===== src/rtl/seq_ctrl_pkg.sv =====
// Shared definitions for the serial sequence-detector feeder: state encoding,
// effective-length clamp and saturating-add headroom.
package seq_ctrl_pkg;

  typedef enum logic [2:0] {
    StIdle  = 3'd0,
    StClear = 3'd1,
    StShift = 3'd2,
    StDrain = 3'd3,
    StDone  = 3'd4
  } state_e;

  // Extra carry bit used so a saturating add can detect overflow.
  localparam int unsigned SatExtW = 1;

  // A length of zero, or one longer than the word, means the whole word.
  function automatic int unsigned eff_len(input int unsigned len, input int unsigned data_w);
    return (len == 0 || len > data_w) ? data_w : len;
  endfunction

endpackage


===== src/rtl/seq_hit_counter.sv =====
// Per-word hit accumulation from detector samples, saturating running total and
// sticky interrupt with its clear.
module seq_hit_counter
  import seq_ctrl_pkg::*;
#(
  parameter int unsigned LenW = 6,
  parameter int unsigned CntW = 16
) (
  input  logic            clk_i,
  input  logic            rst_ni,
  input  logic            word_start_i,
  input  logic            sample_vld_i,
  input  logic            det_out_i,
  input  logic            fin_i,
  input  logic            commit_i,
  input  logic            hits_clr_i,
  output logic [LenW-1:0] word_hits_o,
  output logic [CntW-1:0] total_hits_o,
  output logic            irq_o
);

  localparam int unsigned SumW = ((CntW > LenW) ? CntW : LenW) + SatExtW;
  localparam logic [CntW-1:0] CntMax = '1;

  logic [LenW-1:0] cnt_q, cnt_d;
  logic [LenW-1:0] word_hits_q;
  logic [CntW-1:0] total_q, total_sat;
  logic [SumW-1:0] sum;
  logic            irq_q;

  always_comb begin
    cnt_d     = cnt_q + LenW'(sample_vld_i && det_out_i);
    sum       = SumW'(total_q) + SumW'(cnt_q);
    total_sat = (sum > SumW'(CntMax)) ? CntMax : sum[CntW-1:0];
  end

  always_ff @(posedge clk_i) begin
    if (!rst_ni) begin
      cnt_q       <= '0;
      word_hits_q <= '0;
      total_q     <= '0;
      irq_q       <= 1'b0;
    end else begin
      cnt_q <= word_start_i ? '0 : cnt_d;
      // fin_i coincides with the last sample, so take the incremented count.
      if (fin_i) word_hits_q <= cnt_d;
      if (hits_clr_i) total_q <= '0;
      else if (commit_i) total_q <= total_sat;
      // A word with hits re-arms irq even when a clear lands on the same edge.
      if (commit_i && cnt_q != '0) irq_q <= 1'b1;
      else if (hits_clr_i) irq_q <= 1'b0;
    end
  end

  assign word_hits_o  = word_hits_q;
  assign total_hits_o = total_q;
  assign irq_o        = irq_q;

endmodule


===== src/rtl/seq_stream_ctrl.sv =====
// Serialises a word LSB-first into the 4-ones Moore detector, clearing the
// detector before each word and counting the hits it reports.
module seq_stream_ctrl
  import seq_ctrl_pkg::*;
#(
  parameter int unsigned DATA_W = 32,
  parameter int unsigned LEN_W  = 6,
  parameter int unsigned CNT_W  = 16
) (
  input  logic              clock,
  input  logic              reset_n,
  input  logic              word_valid,
  output logic              word_ready,
  input  logic [DATA_W-1:0] word_data,
  input  logic [LEN_W-1:0]  word_len,
  input  logic              abort,
  input  logic              hits_clr,
  output logic              det_rst,
  output logic              det_seq,
  input  logic              det_out,
  output logic              busy,
  output logic              done,
  output logic [LEN_W-1:0]  word_hits,
  output logic [CNT_W-1:0]  total_hits,
  output logic              irq
);

  state_e            state_q;
  logic [DATA_W-1:0] shreg_q;
  logic [LEN_W-1:0]  rem_q;
  logic              det_rst_q, det_seq_q, done_q, sample_vld_q;
  logic              accept, abort_act;
  logic [LEN_W-1:0]  len_eff;

  assign accept    = word_valid && (state_q == StIdle);
  assign abort_act = abort && (state_q == StClear || state_q == StShift || state_q == StDrain);
  assign len_eff   = LEN_W'(eff_len(32'(word_len), DATA_W));

  always_ff @(posedge clock) begin
    if (!reset_n) begin
      state_q      <= StIdle;
      shreg_q      <= '0;
      rem_q        <= '0;
      det_rst_q    <= 1'b1;
      det_seq_q    <= 1'b0;
      done_q       <= 1'b0;
      sample_vld_q <= 1'b0;
    end else begin
      det_rst_q    <= 1'b0;
      det_seq_q    <= 1'b0;
      done_q       <= 1'b0;
      // The detector output for a bit is visible the cycle after it is driven.
      sample_vld_q <= (state_q == StShift) && !abort;
      if (abort_act) begin
        state_q   <= StIdle;
        det_rst_q <= 1'b1;
      end else begin
        unique case (state_q)
          StIdle: begin
            if (accept) begin
              shreg_q   <= word_data;
              rem_q     <= len_eff;
              det_rst_q <= 1'b1;
              state_q   <= StClear;
            end
          end
          StClear: begin
            det_seq_q <= shreg_q[0];
            shreg_q   <= shreg_q >> 1;
            rem_q     <= rem_q - 1'b1;
            state_q   <= StShift;
          end
          StShift: begin
            if (rem_q != '0) begin
              det_seq_q <= shreg_q[0];
              shreg_q   <= shreg_q >> 1;
              rem_q     <= rem_q - 1'b1;
            end else begin
              state_q <= StDrain;
            end
          end
          StDrain: begin
            done_q  <= 1'b1;
            state_q <= StDone;
          end
          StDone:  state_q <= StIdle;
          default: state_q <= StIdle;
        endcase
      end
    end
  end

  seq_hit_counter #(
    .LenW(LEN_W),
    .CntW(CNT_W)
  ) u_hit_counter (
    .clk_i       (clock),
    .rst_ni      (reset_n),
    .word_start_i(accept),
    .sample_vld_i(sample_vld_q),
    .det_out_i   (det_out),
    .fin_i       ((state_q == StDrain) && !abort),
    .commit_i    (state_q == StDone),
    .hits_clr_i  (hits_clr),
    .word_hits_o (word_hits),
    .total_hits_o(total_hits),
    .irq_o       (irq)
  );

  assign word_ready = (state_q == StIdle);
  assign busy       = (state_q != StIdle);
  assign det_rst    = det_rst_q;
  assign det_seq    = det_seq_q;
  assign done       = done_q;

endmodule


===== config.mk =====
export PLATFORM = sky130hd
export DESIGN_NAME = seq_stream_ctrl
export DESIGN_NICKNAME = d
export VERILOG_FILES = /design/src/rtl/seq_ctrl_pkg.sv /design/src/rtl/seq_hit_counter.sv /design/src/rtl/seq_stream_ctrl.sv
export SDC_FILE = /design/constraint.sdc
export NUM_CORES = 1
export LEC_CHECK = 0
export CORE_AREA = 2 2 98 100
export DETAILED_ROUTE_END_ITERATION = 8
export DIE_AREA = 0 0 100 102
export PLACE_DENSITY = 0.66
export SLEW_MARGIN = 20
export SYNTH_ARGS = -nofsm -noshare
export SYNTH_HDL_FRONTEND = slang
export SYNTH_SLANG_ARGS = --single-unit

===== constraint.sdc =====
create_clock -name clock -period 2.8 [get_ports clock]
set_input_delay 0.56 -clock clock [delete_from_list [all_inputs] [get_ports clock]]
set_output_delay 0.56 -clock clock [all_outputs]
set_load 0.01 [all_outputs]

======== After elaboration in Yosys (flattened, before gate mapping) ========
Cells that the tools add are included.
word-level totals
  bits of input ports ..................... 44
  word-level logic and storage cells ...... 65
  bits in registers ....................... 74
  output and inout port bits .............. 28
operators by class
  reduce and logical (&&, ||, !) cells .... 22
  add/subtract/negate cells ............... 3
  equal/unequal tests ..................... 7
  bitwise logic cells ..................... 2
  $lt $le $gt $ge ......................... 2
  muxes and demuxes ....................... 18
operators by type and width
  operator                                                          number
  case mux 32 bit (3 select lines)                                  1
  2-to-1 mux 32 bit                                                 2
  2-to-1 mux 6 bit                                                  3
  case mux 6 bit (3 select lines)                                   1
  adder 16 x 6 -> 17 bit                                            1
  greater-than comparator 17 x 16 -> 1 bit (second input constant)  1
  2-to-1 mux 16 bit                                                 1
  case mux 3 bit (4 select lines)                                   1
  nonzero test 6 bit                                                2
  adder 6 x 1 -> 6 bit                                              1
  equality test 3 x 2 -> 1 bit (second input constant)              2
  greater-than comparator 6 bit (second input constant)             1
  logical AND 1 bit                                                 6
  zero test 6 bit                                                   1
  2-to-1 mux 1 bit                                                  6
  2-to-1 mux 3 bit                                                  2
  nonzero test 3 bit                                                2
  OR reduction 2 bit                                                3
  subtractor 6 x 1 -> 6 bit (second input constant)                 1
  inequality test 2 x 1 -> 1 bit (second input constant)            2
  AND reduction 4 bit                                               1
  equality test 3 x 1 -> 1 bit (second input constant)              1
  equality test 3 bit (second input constant)                       1
  zero test 3 bit                                                   1
  other kinds (7)                                                   10

======== Depth between registers and ports, before layout ========
  word-level depth ........................ 6
  mapped depth ............................ 9
  gate-level depth less buffers ........... 8

======== Hierarchy ========
Synthesis repeated with hierarchy kept, for this count alone.
second synthesis, totals
  cells, all modules ...................... 425
  area, all modules ....................... 3880.0 um^2
by module, submodules not included
  module           cells each  seq. area each (um^2)  area each (um^2)  times used
  seq_stream_ctrl  273         900.9                  2391.0            1
  seq_hit_counter  152         580.6                  1488.9            1

======== Least setup slack after synthesis ========
Ideal clock, no wire load.
  kind .................................... register -> register
  from .................................... register u_hit_counter.total_q[0] (netlist: u_hit_counter.total_hits_o[0])
  to ...................................... register u_hit_counter.total_q[8] (netlist: u_hit_counter.total_hits_o[8])
  data required time ...................... 2.667 ns
  library setup time ...................... 0.133 ns
  data arrival time ....................... 2.061 ns
  cell stages (with the launch flop) ...... 10
  clock period less this slack ............ 2.194 ns
  path buffers ............................ 1
  path slack .............................. 0.606 ns
  path through ............................ dfxtp_1 ha_1 inv_1 fa_1 nand2b_1 a21oi_1 or2_2 clkbuf_1 and4_1 nor3_1
between the ends
  word-level cells in the longest chain between the ends .. 3
ends and longest elaborated chain
  item                                      RTL line               RTL
  from (decl)                               seq_hit_counter.sv:27  logic [CntW-1:0] total_q, total_sat;
  from (signal assigned)                    seq_hit_counter.sv:48  else if (commit_i) total_q <= total_sat;
  adder 16 x 6 -> 17 bit (*)                seq_hit_counter.sv:33  sum = SumW'(total_q) + SumW'(cnt_q);
  greater-than comparator 17 x 16 -> 1 bit  seq_hit_counter.sv:34  total_sat = (sum > SumW'(CntMax)) ? CntMax : sum[CntW-1:0];
  2-to-1 mux 16 bit (*)                     seq_hit_counter.sv:34
Mark *: on every way between the ends. The rest lies on a longest branch, timed or not.
A chain may end at the register's enable or synchronous reset.

======== Worst setup path in the final report ========
  from .................................... register state_q[0]
  to ...................................... output word_ready
between the ends
  word-level cells in the longest chain between the ends .. 1
ends and longest elaborated chain
  item                    RTL line                RTL
  from (decl)             seq_stream_ctrl.sv:28   state_e state_q;
  from (signal assigned)  seq_stream_ctrl.sv:41   state_q <= StIdle;
  from (signal assigned)  seq_stream_ctrl.sv:55   state_q <= StIdle;
  from (signal assigned)  seq_stream_ctrl.sv:64   state_q <= StClear;
  zero test 3 bit         seq_stream_ctrl.sv:110  assign word_ready = (state_q == StIdle);
  to (decl)               seq_stream_ctrl.sv:13   output logic word_ready,
Every way passes these cells.

==> impl_results.md <==
* Status: finished clean
* CP Max Fanout at 11
* RSZ-0062 raised after global routing: false
* PostCTS Resize Cnt at 0
* Largest net degree at the start of global routing at slightly below 70
* Slowest Stage Delay on Critical Path at 0.53 ns
* Synth cell count leaders: dfxtp_1, nand2_1, nor2_1
* Worst Path Arrival at between 1.5 and 2 ns
* Routability cong. at 0.890
* Clk_lat worst skew at 0.34 ns
* Fin Clk Skew at between 0.008 and 0.009 ns
* Die Y at ~100 µm
* Setup TNS Final at 0 ns
* Peak VDD IR at between 0.0003 and 0.0004 V
* Antenna-violating nets left at 0
* Initial antenna violation count at 0
* I/O Buffers at 71
* Total nets after synthesis at 486
* Post-CTS Setup Bufs at 0
* Crit share post-route at between 80% and 90%
* Post-layout min period at between 2 and 2.5 ns
* Worst Setup End Kind: output port
* Num CTS Buffers at 9
* FF+latch count, synth at 74
* Synth Flop Type: dfxtp_1
* Worst Setup Start Kind: flip-flop
* Hold Path Class: reg2reg
* Pwr dens at between 500 and 600 mW/mm²
* Critical path class: reg2out
* Cell Rows at 35
* Cell Area, Synth at approximately 0.0036 mm²
* Yosys warning total at 0
* Clock sinks at between 70 and 80
* Required time of the critical path at 2.24 ns
* Post-synth EDFFs at 0
* Global-route wire length before repair at between 10000 and 15000 µm
* Via Count at around 3200
* Hold Buf Count CTS at 0
* Synth top area share at a little over 40%
* Setup Viol. Count Final at 0
* LEAKAGE at 1.79 nW
* Cell Count, Final, Fillers Out at ~600
* Fin. max-slew vios at 0
* N_diodes at 0
* Via density at roughly 5.4
* Total global routing overflow at 0
* Full die area at roughly 0.01 mm²
* H-tree Lvls at 3
* Count of cell types in the netlist at 59
* Register area share after synthesis at roughly two fifths
* Post-Synthesis Cells at 431
* Least-Margin Pin Slew at slightly above 0.5 ns
* DRC at 0
* Ys async rst share at 0%
* Number of global-route vias before repair at 2897
* Initial Util at between 30% and 40%
* Max Root-Sink Buffers at 2
* Fmax at 0.420 GHz
* Synth area leaders: dfxtp_1, a311oi_1, nand2_1
* Final net count at approximately 540
* P&R area growth vs syn at 27.7%
* DP Wirelength at between 5000 and 6000 µm
* Drt first pass iters at 4
* Num ports at between 70 and 80
* Clk pin slew, worst setup/hold paths at approximately 0.08 ns
* Cell taking the most area after synthesis: dfxtp_1
* Hold WS at 0.468 ns
* Total GRT Usage at around 16%
* Max-cap violations at 0
* Layout cells sized above 1 at about 6.5%
* # placed instances at around 590
* Critical-path cell list: or3_1 -> inv_1 -> clkdlybuf4s50_1
* Final Hold Viols at 0
* Die X at about 100 µm
* Total core area at 0.00911 mm²
* Count leader, synth: dfxtp_1
* Drt wl/cell at around 13 µm
* Slew margin rel. at between 60 and 70%
* Drt total wl at between 8000 and 9000 µm
* CTS root buf: clkbuf_8
* Mean post-synth cell area at 8.37 µm²
* Critical path's slowest cell: clkdlybuf4s50_1
* CTS tree: done
* Initial DRC count at between 100 and 150
state kept, by name, indices dropped and copies added (netlist names), 3 cells and up:
name                        flops
rem_q                           6
shreg_q                        32
state_q                         3
u_hit_counter.cnt_q             6
u_hit_counter.total_hits_o     16
u_hit_counter.word_hits_o       6
worst paths after layout:
kind | from | endpoint | slack [ns] | cells past startpoint
setup / recovery | state_q[0] | word_ready | 0.42 | 3
hold reg to reg | shreg_q[31] | shreg_q[31] | 0.47 | 2
hold / removal | shreg_q[31] | shreg_q[31] | 0.47 | 2
setup reg to reg | u_hit_counter.cnt_q[0] | u_hit_counter.total_hits_o[8] | 0.51 | 8
where the power goes:
group	internal [mW]	switching, mW
logic	0.159	0.181
registers	1.12	0.0375
clock network	0.638	0.390
total	1.91	0.608
critical path, delay by kind of cell (launching register included):
kind | cells | cell delay, ns
buffers and inverters | 2 | 0.61
DFF | 1 | 0.43
and+or+nand+nor | 1 | 0.44
layout make-up:
class                      instances  area [µm²]
multi-input combinational        320        1950
fill                             876        4500
clock inverter                     5         100
tap                              111         139
clock buffer                      11         151
timing repair buffer              76         761
sequential                        74        1480
inverter                           7        26.3
routing by layer:
layer	routed length [µm]	vias up	global-route usage, %
met5	0	-	0
li1	-	1655	-
met4	96	0	6.43
met1	3880	1494	20.6
met2	3680	85	26.2
met3	388	10	3.83
metrics by stage:
stage                     area [µm²]  worst slack [ns]  utilization, %  power, mW
final                           4610             0.420            50.6       2.52
after global routing            4610             0.324            50.6       2.64
after CTS                       4610             0.384            50.6       2.56
after detailed placement        4350             0.365            47.8       1.52
after global placement          4350             0.465            47.8       1.51
after floorplan                 3610             0.606               -       1.40
cells by family (layout without fill, tap and decap cells):
family	Yosys count	in the layout	share of synthesized area (%)
mux	4	4	1.11
compound gates	100	100	20.6
xor+xnor	9	9	2.19
flops	74	74	41.1
simple gates	196	196	26.1
buf+inv	37	99	4.93
fa+ha+maj	11	11	4.03
layout by cell type (no fill, tap or decap), drive strengths merged, types with 8 or more instances in the layout:
cell type      count
o21ai             14
xor2               8
clkbuf            11
clkdlybuf4s50     71
and3               8
nor2              59
ha                10
a21oi             25
nand3              8
dfxtp             74
a311oi            34
nand2             73
Power figures use the tool's default switching activity.
